`src/rtl/hyper_eot_classifier.sv`:
```
// Classifies HyperBus end-of-transfer pulses as read or write completions
// by tracking launched transfers in an in-order direction queue.
module hyper_eot_classifier #(
    parameter  int DEPTH = 4,
    localparam int CNT_W = $clog2(DEPTH + 1)
) (
    input  logic             sys_clk_i,
    input  logic             rst_i,
    input  logic             clr_i,
    input  logic             err_clr_i,
    input  logic             rx_evt_i,
    input  logic             tx_evt_i,
    input  logic             eot_i,
    output logic             rd_done_o,
    output logic             wr_done_o,
    output logic             amb_o,
    output logic [CNT_W-1:0] pending_o,
    output logic             empty_o,
    output logic             full_o,
    output logic             ovf_err_o,
    output logic             unf_err_o
);

    localparam int PTR_W = $clog2(DEPTH);

    logic [DEPTH-1:0] r_q;
    logic [PTR_W-1:0] r_wr_ptr;
    logic [PTR_W-1:0] r_rd_ptr;
    logic [CNT_W-1:0] r_cnt;
    logic             r_rd_done;
    logic             r_wr_done;
    logic             r_amb;
    logic             r_ovf;
    logic             r_unf;

    logic w_empty;
    logic w_full;
    logic w_push_req;
    logic w_pop;
    logic w_push_ok;
    logic w_ovf_set;
    logic w_unf_set;
    logic w_head;

    assign w_empty    = (r_cnt == '0);
    assign w_full     = (r_cnt == CNT_W'(DEPTH));
    assign w_push_req = rx_evt_i ^ tx_evt_i;
    assign w_pop      = eot_i & ~w_empty;
    // A pop in the same cycle frees the slot, so a full queue can still accept.
    assign w_push_ok  = w_push_req & (~w_full | w_pop);
    assign w_ovf_set  = ~clr_i & w_push_req & w_full & ~w_pop;
    assign w_unf_set  = ~clr_i & eot_i & w_empty;
    assign w_head     = r_q[r_rd_ptr];

    always_ff @(posedge sys_clk_i) begin
        if (rst_i) begin
            r_wr_ptr  <= '0;
            r_rd_ptr  <= '0;
            r_cnt     <= '0;
            r_rd_done <= 1'b0;
            r_wr_done <= 1'b0;
            r_amb     <= 1'b0;
            r_ovf     <= 1'b0;
            r_unf     <= 1'b0;
        end else begin
            r_amb <= rx_evt_i & tx_evt_i;
            r_ovf <= (r_ovf & ~err_clr_i) | w_ovf_set;
            r_unf <= (r_unf & ~err_clr_i) | w_unf_set;
            if (clr_i) begin
                r_wr_ptr  <= '0;
                r_rd_ptr  <= '0;
                r_cnt     <= '0;
                r_rd_done <= 1'b0;
                r_wr_done <= 1'b0;
            end else begin
                r_rd_done <= w_pop & w_head;
                r_wr_done <= w_pop & ~w_head;
                if (w_push_ok) begin
                    r_q[r_wr_ptr] <= rx_evt_i;
                    r_wr_ptr      <= r_wr_ptr + PTR_W'(1);
                end
                if (w_pop) begin
                    r_rd_ptr <= r_rd_ptr + PTR_W'(1);
                end
                case ({w_push_ok, w_pop})
                    2'b10:   r_cnt <= r_cnt + CNT_W'(1);
                    2'b01:   r_cnt <= r_cnt - CNT_W'(1);
                    default: r_cnt <= r_cnt;
                endcase
            end
        end
    end

    assign rd_done_o = r_rd_done;
    assign wr_done_o = r_wr_done;
    assign amb_o     = r_amb;
    assign pending_o = r_cnt;
    assign empty_o   = w_empty;
    assign full_o    = w_full;
    assign ovf_err_o = r_ovf;
    assign unf_err_o = r_unf;

endmodule

```
`config.mk`:
```
export PLATFORM = sky130hd
export DESIGN_NAME = hyper_eot_classifier
export DESIGN_NICKNAME = d
export VERILOG_FILES = /design/src/rtl/hyper_eot_classifier.sv
export SDC_FILE = /design/constraint.sdc
export NUM_CORES = 1
export LEC_CHECK = 0
export CAP_MARGIN = 20
export CORE_ASPECT_RATIO = 1.4
export CORE_MARGIN = 1
export CORE_UTILIZATION = 38
export DETAILED_ROUTE_END_ITERATION = 10
export PLACE_DENSITY = 0.67
export SLEW_MARGIN = 20
export SYNTH_ARGS = -nofsm -noshare
export SYNTH_HDL_FRONTEND = slang
export SYNTH_SLANG_ARGS = --single-unit
```
`constraint.sdc`:
```
create_clock -name sys_clk_i -period 2.2 [get_ports sys_clk_i]
set_input_delay 0.44 -clock sys_clk_i [delete_from_list [all_inputs] [get_ports sys_clk_i]]
set_output_delay 0.44 -clock sys_clk_i [all_outputs]
set_load 0.05 [all_outputs]
```
==> out/metrics.yaml <==
power_density_mw_per_mm2: 593.7
routabilityCongestion: 0.8010
outcome: "finished clean"
fin_ws_ps: 100.1
cts_buffers: 3
hold_class: "reg2reg"
antennaDiodeCount: 0
slowest_delay_ps: 380
yosysSeqAreaShare_pct: 47.52
cp-end-kind: "flip-flop"
core_mm2: 0.001824
dpl.hpwl_um: 1218
synthTopCellsByArea: "dfxtp_1, edfxtp_1, ha_1"
critPathBufInv: 3
core.rowCount: 18
track_usage_pct: 17.84
power_leakage_nw: 0.4451
timing.fmax_ghz: 0.4762
syn_area_um2: 758.2
fin_cells: 125
multi_input_area_um2: 421.7
first_iter_violations: 11
antenna_found_initial: 0
areaGrowthSynthToFinish_pct: 47.03
cts.htree.levels: 1
crit_chain: "nor4b_4, buf_4, nor2_4, inv_2, ha_4, inv_2, fa_2, xor2_1, or3_1, a21oi_2"
die_y_um: 54.86
setup_viol: 0
ys_warn_count: 0
avgSynthCellArea_um2: 10.25
power.total_w: 0.0006618
cp_max_fo: 2
yosysTopAreaCell: "dfxtp_1"
timing.final.crit_share_pct: 95.45
drive_above_1_share_pct: 32.38
ios: 17
dr_total_vias: 649
drt_first_pass_iters: 4
grt_pass1_wl_um: 2677
ctsHoldBuffers: 0
numPortBuffers: 16
clkTransAtPathRegs_ps: 100
final_hold_viol_count: 0
critical_path_class: "reg2reg"
synth_top_area_share_pct: 31.68
vias_per_cell: 5.192
crit_path_frequent_cell: "inv_2"
synth_nets: 88
cpLargestDelayFamily: "simple AND/OR/NAND/NOR gates"
yosysUniqueCellTypes: 26
grt_start_max_net_pins: 10
slew_headroom_pct: 66.73
cts_buffer_depth: 2
clk_latency_ps: 290
regArea_um2: 366.6
drc: 0
final.setup.tns_ps: 0
period_minus_slack_ps: 2100
post_drt_wl_per_cell_um: 12.68
tightestPinTransition_ps: 497.5
final_common_cell: "buf_4"
required_ps: 2430
vdd_drop_max_mv: 0.3636
synth_seq_cells: 16
die_area_mm2: 0.002180
netlist_instances: 74
final_cell_mix: "buf_4, clkdlybuf4s50_1, dfxtp_1"
start_util_pct: 41.56
wirelength_um: 1585
cp-start-kind: "flip-flop"
tritoncts: "done"
rsz0062_at_grt: "false"
drv_slew: 0
die_w_um: 39.75
fin_skew_ps: 1.323
crit_arrival_ps: 2330
nFillCells: 162
cts.sinks: 16
globalRouteOverflowTotal: 0
maxCapViolations: 0
first_global_vias: 654
drt.antenna.violating_nets: 0
slowest_stage: "or3_1"
final_nets: 120
numPlacedInstances: 120
ctsRootBufferMaster: "clkbuf_4"
place_ws_ps: -510.2
-- layout make-up --
class                   count  area share (%)
well taps                  20           2.245
flip-flops and latches     16           32.88
inverters                   7           2.357
repair buffers             28           21.44
multi-input cells          50           37.82
clock buffers               4           3.255
-- what timing repair did --
| action | 4_1_cts | 5_1_grt |
|---|---|---|
| gates resized for setup | 9 | 9 |
| endpoints found under the setup margin | 2 | 1 |
| pin swaps | 2 | 5 |
| setup buffers | 0 | 1 |
-- logic make-up after synthesis --
group	share of synthesized area, %
multiplexers	2.970
AO/OA/AOI/OAI	8.251
buffers and inverters	3.961
flip-flops	47.53
AND/OR/NAND/NOR	21.29
adder cells (fa/ha/maj)	12.54
XOR/XNOR	3.466
-- report_power, final --
| group | switching, W | total (W) | internal, W |
|---|---|---|---|
| clock network | 0.0000968 | 0.000198 | 0.000101 |
| registers | 0.00000618 | 0.000315 | 0.000309 |
| logic | 0.0000839 | 0.000149 | 0.0000652 |
-- cells in the mapped netlist (all sizes together) --
master   n
nand2b   2
nand2    2
inv      7
nor2     7
or2      1
o31a     1
mux4     1
fa       1
nor3     1
xor2     2
nand4    1
o31ai    1
clkbuf   1
and3     6
nor4b    1
edfxtp   4
or3      3
nor2b    1
nand3    1
xnor2    1
dfxtp   12
a21oi    6
ha       6
nand3b   1
or4b     1
o21ai    3
-- path summary, 6_finish.rpt --
path                              startpoint      endpoint  slack, ps  cells after the start
worst max-delay path            pending_o[1]  pending_o[2]        100                     10
worst min-delay path               ovf_err_o     ovf_err_o        470                      2
worst max register to register  pending_o[1]  pending_o[2]        100                     10
worst min register to register     ovf_err_o     ovf_err_o        470                      2
-- per-stage QoR --
step / util (%) / hold slack, ps / area (µm²)
2_1_floorplan: - / 463.1 / 764.5
3_3_place_gp: 56.24 / 460.8 / 1026
3_5_place_dp: 56.24 / 465.6 / 1026
4_1_cts: 59.26 / 478.7 / 1081
5_1_grt: 61.11 / 523.6 / 1115
6_report: 61.11 / 473.7 / 1115
-- worst reg2reg max path: cells and delay by family (launching register included) --
| kind | cells | cell delay [ps] |
|---|---|---|
| AND/OR/NAND/NOR | 3 | 680 |
| adder cells (fa/ha/maj) | 2 | 470 |
| flip-flops | 1 | 350 |
| buffers and inverters | 3 | 260 |
| XOR/XNOR | 1 | 170 |
| AO/OA/AOI/OAI | 1 | 110 |
-- registers in the layout (all words and copies together) (netlist names) --
register and count:
r_q 4, pending_o 3, r_rd_ptr 2, r_wr_ptr 2
amb_o 1, ovf_err_o 1, rd_done_o 1, unf_err_o 1
wr_done_o 1
-- routing by layer --
layer  global-route usage [%]  share of wire [%]
met1                    18.81                 41
met2                    33.88                 55
met3                    2.439                3.1
met4                    6.897                1.1
met5                        0                  0
(Power assumes the default switching activity.)
